==> src/rtl/rab_port_lookup_ctrl_if.sv <==
// Request-channel bundle between the AXI address channels and one RAB port
// lookup controller: N_CH request lanes in, accept/drop and translation out.
interface rab_port_lookup_ctrl_if #(
  parameter int N_CH       = 2,
  parameter int ADDR_WIDTH = 32,
  parameter int ID_WIDTH   = 8,
  parameter int USER_WIDTH = 6
);
  logic [N_CH-1:0]            req_valid;
  logic [N_CH*ADDR_WIDTH-1:0] req_addr;
  logic [N_CH*ID_WIDTH-1:0]   req_id;
  logic [N_CH*8-1:0]          req_len;
  logic [N_CH*3-1:0]          req_size;
  logic [N_CH-1:0]            req_type;
  logic [N_CH*USER_WIDTH-1:0] req_ctrl;
  logic [N_CH-1:0]            req_sent;
  logic [N_CH-1:0]            accept;
  logic [N_CH-1:0]            drop;
  logic [ADDR_WIDTH-1:0]      out_addr;

  modport master (
    output req_valid, req_addr, req_id, req_len, req_size, req_type, req_ctrl, req_sent,
    input  accept, drop, out_addr
  );

  modport slave (
    input  req_valid, req_addr, req_id, req_len, req_size, req_type, req_ctrl, req_sent,
    output accept, drop, out_addr
  );
endinterface

==> src/rtl/rab_port_lookup_ctrl.sv <==
// Per-port RAB lookup controller: round-robin arbitration over N_CH channels,
// a registered slice lookup, and accept/miss/prot/multi classification.
module rab_port_lookup_ctrl #(
  parameter int N_CH           = 2,
  parameter int ADDR_WIDTH     = 32,
  parameter int ID_WIDTH       = 8,
  parameter int USER_WIDTH     = 6,
  parameter int AXI_DATA_WIDTH = 64,
  parameter int RAB_ENTRIES    = 16,
  parameter int CNT_WIDTH      = 16
) (
  input  logic                           s_axi_aclk,
  input  logic                           s_axi_aresetn,
  rab_port_lookup_ctrl_if.slave          req_if,
  output logic                           lk_valid,
  output logic [ADDR_WIDTH-1:0]          lk_addr_min,
  output logic [ADDR_WIDTH-1:0]          lk_addr_max,
  output logic                           lk_rw,
  input  logic [RAB_ENTRIES-1:0]         lk_hit,
  input  logic [RAB_ENTRIES-1:0]         lk_prot,
  input  logic [ADDR_WIDTH-1:0]          lk_out_addr,
  output logic                           int_miss,
  output logic                           int_prot,
  output logic                           int_multi,
  output logic [ADDR_WIDTH-1:0]          miss_addr,
  output logic [$clog2(N_CH)+ID_WIDTH-1:0] miss_id,
  input  logic                           cnt_clr,
  output logic [CNT_WIDTH-1:0]           miss_count
);
  localparam int AW   = $clog2(AXI_DATA_WIDTH / 8);
  localparam int CH_W = $clog2(N_CH);

  localparam logic [1:0] IDLE      = 2'd0;
  localparam logic [1:0] LOOKUP    = 2'd1;
  localparam logic [1:0] RESPOND   = 2'd2;
  localparam logic [1:0] WAIT_SENT = 2'd3;

  logic [1:0]               state_q, state_d;
  logic [CH_W-1:0]          last_q, last_d;
  logic [CH_W-1:0]          gnt_q, gnt_d;
  logic [ADDR_WIDTH-1:0]    min_q, min_d;
  logic [ADDR_WIDTH-1:0]    max_q, max_d;
  logic                     rw_q, rw_d;
  logic [ID_WIDTH-1:0]      id_q, id_d;
  logic [ADDR_WIDTH-1:0]    out_addr_q, out_addr_d;
  logic [N_CH-1:0]          accept_q, accept_d;
  logic [N_CH-1:0]          drop_q, drop_d;
  logic                     int_miss_q, int_miss_d;
  logic                     int_prot_q, int_prot_d;
  logic                     int_multi_q, int_multi_d;
  logic [ADDR_WIDTH-1:0]    miss_addr_q, miss_addr_d;
  logic [CH_W+ID_WIDTH-1:0] miss_id_q, miss_id_d;
  logic [CNT_WIDTH-1:0]     miss_count_q, miss_count_d;

  logic                     grant_vld;
  logic [CH_W-1:0]          grant_ch;
  logic [ADDR_WIDTH-1:0]    sel_addr;
  logic [ID_WIDTH-1:0]      sel_id;
  logic [7:0]               sel_len;
  logic [2:0]               sel_size;
  logic                     sel_type;
  logic [USER_WIDTH-1:0]    sel_ctrl;
  logic                     sel_bypass;
  int                       align_bits;
  logic [ADDR_WIDTH-1:0]    align_mask;
  logic [ADDR_WIDTH-1:0]    sel_max;
  logic                     hit_any;
  logic                     hit_multi;
  logic                     prot_any;

  // Search starts one past the last winner so every channel gets a turn.
  always_comb begin
    grant_vld = 1'b0;
    grant_ch  = '0;
    for (int i = 1; i <= N_CH; i++) begin
      if (!grant_vld && req_if.req_valid[(int'(last_q) + i) % N_CH]) begin
        grant_vld = 1'b1;
        grant_ch  = CH_W'((int'(last_q) + i) % N_CH);
      end
    end
  end

  always_comb begin
    sel_addr   = req_if.req_addr[int'(grant_ch)*ADDR_WIDTH +: ADDR_WIDTH];
    sel_id     = req_if.req_id[int'(grant_ch)*ID_WIDTH +: ID_WIDTH];
    sel_len    = req_if.req_len[int'(grant_ch)*8 +: 8];
    sel_size   = req_if.req_size[int'(grant_ch)*3 +: 3];
    sel_type   = req_if.req_type[grant_ch];
    sel_ctrl   = req_if.req_ctrl[int'(grant_ch)*USER_WIDTH +: USER_WIDTH];
    sel_bypass = &sel_ctrl;
  end

  // Burst end is computed from the bus-aligned start; overflow wraps.
  always_comb begin
    align_bits = (int'(sel_size) < AW) ? int'(sel_size) : AW;
    align_mask = ~((ADDR_WIDTH'(1) << align_bits) - ADDR_WIDTH'(1));
    sel_max    = (sel_addr & align_mask)
               + ((ADDR_WIDTH'(sel_len) + ADDR_WIDTH'(1)) << sel_size)
               - ADDR_WIDTH'(1);
  end

  always_comb begin
    hit_any   = 1'b0;
    hit_multi = 1'b0;
    for (int i = 0; i < RAB_ENTRIES; i++) begin
      if (lk_hit[i]) begin
        hit_multi = hit_multi | hit_any;
        hit_any   = 1'b1;
      end
    end
    prot_any = |lk_prot;
  end

  // Pulse flops are loaded on the way into RESPOND so they fire exactly there.
  always_comb begin
    state_d     = state_q;
    last_d      = last_q;
    gnt_d       = gnt_q;
    min_d       = min_q;
    max_d       = max_q;
    rw_d        = rw_q;
    id_d        = id_q;
    out_addr_d  = out_addr_q;
    accept_d    = '0;
    drop_d      = '0;
    int_miss_d  = 1'b0;
    int_prot_d  = 1'b0;
    int_multi_d = 1'b0;
    miss_addr_d = miss_addr_q;
    miss_id_d   = miss_id_q;
    case (state_q)
      IDLE: begin
        if (grant_vld) begin
          gnt_d  = grant_ch;
          last_d = grant_ch;
          min_d  = sel_addr;
          max_d  = sel_max;
          rw_d   = sel_type;
          id_d   = sel_id;
          if (sel_bypass) begin
            out_addr_d         = sel_addr;
            accept_d[grant_ch] = 1'b1;
            state_d            = RESPOND;
          end else begin
            state_d = LOOKUP;
          end
        end
      end
      LOOKUP: begin
        state_d = RESPOND;
        if (hit_multi) begin
          drop_d[gnt_q] = 1'b1;
          int_multi_d   = 1'b1;
        end else if (hit_any) begin
          accept_d[gnt_q] = 1'b1;
          out_addr_d      = lk_out_addr;
        end else if (prot_any) begin
          drop_d[gnt_q] = 1'b1;
          int_prot_d    = 1'b1;
        end else begin
          drop_d[gnt_q] = 1'b1;
          int_miss_d    = 1'b1;
          miss_addr_d   = min_q;
          miss_id_d     = {gnt_q, id_q};
        end
      end
      RESPOND: begin
        state_d = (|accept_q) ? WAIT_SENT : IDLE;
      end
      WAIT_SENT: begin
        if (req_if.req_sent[gnt_q]) begin
          state_d = IDLE;
        end
      end
      default: state_d = IDLE;
    endcase
  end

  // Clear wins over a coincident miss; otherwise the count sticks at all-ones.
  always_comb begin
    miss_count_d = miss_count_q;
    if (cnt_clr) begin
      miss_count_d = '0;
    end else if (int_miss_q && !(&miss_count_q)) begin
      miss_count_d = miss_count_q + CNT_WIDTH'(1);
    end
  end

  always_ff @(posedge s_axi_aclk or negedge s_axi_aresetn) begin
    if (!s_axi_aresetn) begin
      state_q      <= IDLE;
      last_q       <= CH_W'(N_CH - 1);
      gnt_q        <= '0;
      min_q        <= '0;
      max_q        <= '0;
      rw_q         <= 1'b0;
      id_q         <= '0;
      out_addr_q   <= '0;
      accept_q     <= '0;
      drop_q       <= '0;
      int_miss_q   <= 1'b0;
      int_prot_q   <= 1'b0;
      int_multi_q  <= 1'b0;
      miss_addr_q  <= '0;
      miss_id_q    <= '0;
      miss_count_q <= '0;
    end else begin
      state_q      <= state_d;
      last_q       <= last_d;
      gnt_q        <= gnt_d;
      min_q        <= min_d;
      max_q        <= max_d;
      rw_q         <= rw_d;
      id_q         <= id_d;
      out_addr_q   <= out_addr_d;
      accept_q     <= accept_d;
      drop_q       <= drop_d;
      int_miss_q   <= int_miss_d;
      int_prot_q   <= int_prot_d;
      int_multi_q  <= int_multi_d;
      miss_addr_q  <= miss_addr_d;
      miss_id_q    <= miss_id_d;
      miss_count_q <= miss_count_d;
    end
  end

  assign req_if.accept   = accept_q;
  assign req_if.drop     = drop_q;
  assign req_if.out_addr = out_addr_q;
  assign lk_valid        = (state_q == LOOKUP);
  assign lk_addr_min     = min_q;
  assign lk_addr_max     = max_q;
  assign lk_rw           = rw_q;
  assign int_miss        = int_miss_q;
  assign int_prot        = int_prot_q;
  assign int_multi       = int_multi_q;
  assign miss_addr       = miss_addr_q;
  assign miss_id         = miss_id_q;
  assign miss_count      = miss_count_q;
endmodule

==> src/flat_wrapper.sv <==
// flat-port wrapper written by rule: the top's interface ports become plain ports
module rab_port_lookup_ctrl_flat 
#(
  parameter int N_CH           = 2,
  parameter int ADDR_WIDTH     = 32,
  parameter int ID_WIDTH       = 8,
  parameter int USER_WIDTH     = 6,
  parameter int AXI_DATA_WIDTH = 64,
  parameter int RAB_ENTRIES    = 16,
  parameter int CNT_WIDTH      = 16
)
  (s_axi_aclk, s_axi_aresetn, lk_valid, lk_addr_min, lk_addr_max, lk_rw, lk_hit, lk_prot, lk_out_addr, int_miss, int_prot, int_multi, miss_addr, miss_id, cnt_clr, miss_count, req_if_req_valid, req_if_req_addr, req_if_req_id, req_if_req_len, req_if_req_size, req_if_req_type, req_if_req_ctrl, req_if_req_sent, req_if_accept, req_if_drop, req_if_out_addr);
  rab_port_lookup_ctrl_if #(.N_CH(N_CH), .ADDR_WIDTH(ADDR_WIDTH), .ID_WIDTH(ID_WIDTH), .USER_WIDTH(USER_WIDTH)) req_if_i ();
  input  logic s_axi_aclk;
  input  logic s_axi_aresetn;
  output logic lk_valid;
  output logic [ADDR_WIDTH-1:0] lk_addr_min;
  output logic [ADDR_WIDTH-1:0] lk_addr_max;
  output logic lk_rw;
  input  logic [RAB_ENTRIES-1:0] lk_hit;
  input  logic [RAB_ENTRIES-1:0] lk_prot;
  input  logic [ADDR_WIDTH-1:0] lk_out_addr;
  output logic int_miss;
  output logic int_prot;
  output logic int_multi;
  output logic [ADDR_WIDTH-1:0] miss_addr;
  output logic [$clog2(N_CH)+ID_WIDTH-1:0] miss_id;
  input  logic cnt_clr;
  output logic [CNT_WIDTH-1:0] miss_count;
  input wire logic [$bits(req_if_i.req_valid)-1:0] req_if_req_valid;
  input wire logic [$bits(req_if_i.req_addr)-1:0] req_if_req_addr;
  input wire logic [$bits(req_if_i.req_id)-1:0] req_if_req_id;
  input wire logic [$bits(req_if_i.req_len)-1:0] req_if_req_len;
  input wire logic [$bits(req_if_i.req_size)-1:0] req_if_req_size;
  input wire logic [$bits(req_if_i.req_type)-1:0] req_if_req_type;
  input wire logic [$bits(req_if_i.req_ctrl)-1:0] req_if_req_ctrl;
  input wire logic [$bits(req_if_i.req_sent)-1:0] req_if_req_sent;
  output wire logic [$bits(req_if_i.accept)-1:0] req_if_accept;
  output wire logic [$bits(req_if_i.drop)-1:0] req_if_drop;
  output wire logic [$bits(req_if_i.out_addr)-1:0] req_if_out_addr;
  assign req_if_i.req_valid = req_if_req_valid;
  assign req_if_i.req_addr = req_if_req_addr;
  assign req_if_i.req_id = req_if_req_id;
  assign req_if_i.req_len = req_if_req_len;
  assign req_if_i.req_size = req_if_req_size;
  assign req_if_i.req_type = req_if_req_type;
  assign req_if_i.req_ctrl = req_if_req_ctrl;
  assign req_if_i.req_sent = req_if_req_sent;
  assign req_if_accept = req_if_i.accept;
  assign req_if_drop = req_if_i.drop;
  assign req_if_out_addr = req_if_i.out_addr;
  rab_port_lookup_ctrl #(.N_CH(N_CH), .ADDR_WIDTH(ADDR_WIDTH), .ID_WIDTH(ID_WIDTH), .USER_WIDTH(USER_WIDTH), .AXI_DATA_WIDTH(AXI_DATA_WIDTH), .RAB_ENTRIES(RAB_ENTRIES), .CNT_WIDTH(CNT_WIDTH)) u_core (.s_axi_aclk(s_axi_aclk), .s_axi_aresetn(s_axi_aresetn), .req_if(req_if_i), .lk_valid(lk_valid), .lk_addr_min(lk_addr_min), .lk_addr_max(lk_addr_max), .lk_rw(lk_rw), .lk_hit(lk_hit), .lk_prot(lk_prot), .lk_out_addr(lk_out_addr), .int_miss(int_miss), .int_prot(int_prot), .int_multi(int_multi), .miss_addr(miss_addr), .miss_id(miss_id), .cnt_clr(cnt_clr), .miss_count(miss_count));
endmodule
==> config.mk <==
export PLATFORM = sky130hd
export DESIGN_NAME = rab_port_lookup_ctrl_flat
export DESIGN_NICKNAME = d
export VERILOG_FILES = /design/src/rtl/rab_port_lookup_ctrl_if.sv /design/src/rtl/rab_port_lookup_ctrl.sv /design/src/flat_wrapper.sv
export SDC_FILE = /design/constraint.sdc
export NUM_CORES = 1
export LEC_CHECK = 0
export BUFFER_PORTS_ARGS = -buffer_cell sky130_fd_sc_hd__buf_4
export CAP_MARGIN = 20
export CORE_MARGIN = 5
export CORE_UTILIZATION = 55
export DETAILED_ROUTE_END_ITERATION = 8
export GPL_TIMING_DRIVEN = 1
export PLACE_DENSITY = 0.89
export REMOVE_ABC_BUFFERS = 1
export SYNTH_ARGS = -nofsm -noshare
export SYNTH_HDL_FRONTEND = slang
export SYNTH_SLANG_ARGS = --single-unit
==> constraint.sdc <==
create_clock -name s_axi_aclk -period 14.2 [get_ports s_axi_aclk]
set_input_delay 1.42 -clock s_axi_aclk [delete_from_list [all_inputs] [get_ports s_axi_aclk]]
set_output_delay 1.42 -clock s_axi_aclk [all_outputs]
set_load 0.02 [all_outputs]
==> impl_metrics.ini <==
[run_status]
status = finished, final reports clean

[setup_path]
crit_start = req_if_req_valid[0]
ff2ff_setup_slack_ns = 8.85
crit_required_ns = 14.51
cp-start-kind = input port
timing.rr.end = u_core.lk_addr_max[29]
cp-end-kind = flop
critPathKind = input port to flop
critPathMaxFanout = 11
endpoint = u_core.lk_addr_max[29]
reg2reg_depth = 18
critPathArrivalTime_ns = 6.44
r2r_start = u_core.last_q

[clock_network]
cts-buffers-inserted = 17
cts_resized = 0
clock_latency_ns = 0.43
cts_buffer_depth = 2
cts_num_sinks = 173
cts-root-buf = clkbuf_16
htreeDepth = 4
ctsHoldBuffers = 0
clkTransAtPathRegs_ns = 0.07
cts_setup_buffers = 0
cts_tree = done

[floorplanning]
design.die.area_sq_um = 21600
start_util_pct = 55.5
chipHeight_microns = 147
ioPinCount = 349
core_sq_um = 18600
num_rows = 50
die_x_microns = 147

[timing]
skew_ns = 0.0108
setup_viol_count_final = 0
max-slew-margin-rel_pct = 37.0
min_period_ns = 6.13
fin_ws_ns = 8.07
finalMaxSlewViolations = 0
fmax_mhz = 163
rsz0062_at_grt = false
worstMarginPinSlew_ns = 0.946
setup_tns_ns = 0
finalHoldViolations = 0
post-route-period-util_pct = 43.2

[global_route]
grt_pass1_wl_mm = 49.7
grt_start_max_net_pins = 102
first_global_vias = 9371
antenna_found_initial = 0
grtUsageTotal_pct = 28.5
grt_overflow = 0

[placement]
post-place-ws_ns = 7.91
dp_hpwl_mm = 23.9
gp_congestion = 0.919
numPortBuffers = 348

[pwr]
clkPwrFrac_pct = 17.4
p_sw_share_pct = 43.3
combPwrFrac_pct = 53.4
ir_drop_v = 0.000126
p_leak_nw = 7.05
p_seq_share_pct = 29.2
p_int_mw = 1.50
powerDensity_nw_per_um2 = 194
switching_power_mw = 1.15

[logic_synthesis]
yosys_warnings = 0
postSynthCellCount = 1088
synth_ff_type = dfrtp_1
syn_area_per_cell_sq_um = 9.47
syn_area_sq_um = 10300
synth_edf_count = 0
yosysSeqAreaShare_pct = 42.0
synth.distinct_cells = 69
synth-seq-cells = 173
async_reset_ff_share_pct = 100

[cells_and_area]
drive_gt1_share_pct = 34.3
postLayoutCoreUtil_pct = 73.5
num_antenna_cells = 0
finalNetCount = 1654
fill_cells = 1333
synthToLayoutAreaGrowth_pct = 32.5

[run]
cap_violations = 0

[detailed_routing]
via_per_inst = 5.75
dr.pass1.iters = 8
ant_nets = 0
drt-initial-drc-count = 638
drc_errors = 0
wl_mm = 32.0
num_vias = 9562
wl_per_cell_microns = 19.2

[hold_path]
hold_path_class = flop to flop
## worst max-delay path, stage by stage
cell,delay [ns]
buf_4,0.14
a21boi_1,0.66
nand2_1,0.16
nand2_1,0.41
nand2_1,0.15
ha_1,0.27
and3_1,0.27
or2_2,0.37
ha_1,0.30
inv_1,0.05
ha_1,0.38
a21oi_1,0.21
a21boi_0,0.12
o311ai_0,0.52
a21oi_1,0.22
nor2_1,0.25
o211ai_1,0.21
o31ai_1,0.23
nand3_1,0.09
## power by group through the flow
stage	Clock (mW)	Combinational, mW	Sequential (mW)
floorplan	0	0.754	0.926
global placement	0	1.36	0.769
detailed placement	0	1.39	0.777
CTS	0.463	1.41	0.771
global route	0.485	1.53	0.792
finish	0.460	1.41	0.774
## layout make-up
class                      count  area (sq um)  share of cell area [%]
clock buffer                  17           425                    3.11
clock inverter                15           143                    1.04
inverter                      58           218                    1.59
multi-input combinational    810          5570                    40.8
sequential                   173          4330                    31.7
tap                          234           293                    2.14
timing repair buffer         356          2680                    19.6
## metal layers
| metal | part of all wire [%] | up-vias | wire length, microns | track usage [%] |
|---|---|---|---|---|
| met2 | 50 | 429 | 15900 | 48.7 |
| met5 | 0 | - | 0 | 0 |
| met3 | 6.6 | 88 | 2100 | 5.68 |
| met1 | 41 | 4585 | 13100 | 36.6 |
| met4 | 3.0 | 0 | 957 | 9.41 |
| li1 | - | 4460 | - | - |
## synth_stat cells (all sizes together), types with 11 or more instances
library cell / count / share of area (%)
mux2: 78 / 9.6
xnor2: 22 / 1.9
dfrtp: 172 / 42
nand2: 149 / 5.4
a21oi: 73 / 3.6
o21ai: 83 / 4.0
xor2: 24 / 2.0
or2: 14 / 0.85
a21o: 12 / 0.87
buf: 17 / 0.97
inv: 58 / 2.1
and3: 14 / 0.85
nand3: 26 / 1.3
mux2i: 52 / 5.0
nand4: 11 / 0.73
ha: 50 / 6.1
nor2: 85 / 3.1
clkbuf: 30 / 1.1
nor3: 17 / 0.83
## placed cells by master, fill, tap and decap left out, drive strengths merged, types with 3 or more instances in the layout
| cell type | n |
|---|---|
| buf | 356 |
| dfrtp | 172 |
| nand2 | 149 |
| nor2 | 85 |
| o21ai | 83 |
| mux2 | 78 |
| a21oi | 73 |
| inv | 67 |
| mux2i | 52 |
| ha | 50 |
| nand3 | 26 |
| xor2 | 24 |
| xnor2 | 22 |
| nor3 | 17 |
| clkbuf | 17 |
| and3 | 14 |
| or2 | 14 |
| a21o | 12 |
| nand4 | 11 |
| a22oi | 10 |
| nor4 | 10 |
| o31ai | 8 |
| o21a | 7 |
| a211oi | 7 |
| nand2b | 7 |
| or3 | 6 |
| o21bai | 5 |
| a21boi | 4 |
| clkinv | 4 |
| nor2b | 3 |
| o211ai | 3 |
| and2 | 3 |
## state kept, by name, summed over array words and instances (netlist names), 2 cells and up
signal                  count
u_core.lk_addr_max         32
u_core.lk_addr_min         32
u_core.miss_addr           32
u_core.req_if.out_addr     32
u_core.miss_count          16
u_core.miss_id              9
u_core.id_q                 8
u_core.req_if.accept        2
u_core.req_if.drop          2
u_core.state_q              2
## how the worst min path moves through the flow
| stage | depth (start not counted) | start | end |
|---|---|---|---|
| 6_report | 2 | u_core.id_q[6] | u_core.id_q[6] |
| 3_5_place_dp | 2 | u_core.id_q[6] | u_core.id_q[6] |
| 3_3_place_gp | 2 | u_core.id_q[5] | u_core.id_q[5] |
| 2_1_floorplan | 2 | u_core.id_q[0] | u_core.id_q[0] |
| 4_1_cts | 2 | u_core.id_q[6] | u_core.id_q[6] |
| 5_1_grt | 2 | u_core.id_q[4] | u_core.id_q[4] |
## logic make-up after synthesis
group,synth area share (%)
AO/OA/AOI/OAI,13.3
flip-flops,42.0
multiplexers,14.7
XOR/XNOR,3.91
adder cells (fa/ha/maj),6.36
other,0.0729
buffers and inverters,4.19
AND/OR/NAND/NOR,15.5
## metrics by stage
stage / std cells / hold slack, ns / power [mW] / area [sq um]
final: 1663 / 0.471 / 2.65 / 13700
after global routing: 1663 / 0.498 / 2.80 / 13700
after CTS: 1663 / 0.474 / 2.64 / 13700
after detailed placement: 1631 / 0.458 / 2.17 / 13100
after global placement: 1631 / 0.443 / 2.13 / 13100
after floorplan: 1041 / 0.433 / 1.68 / 10100
No activity file was read; power rests on OpenSTA's default activity.
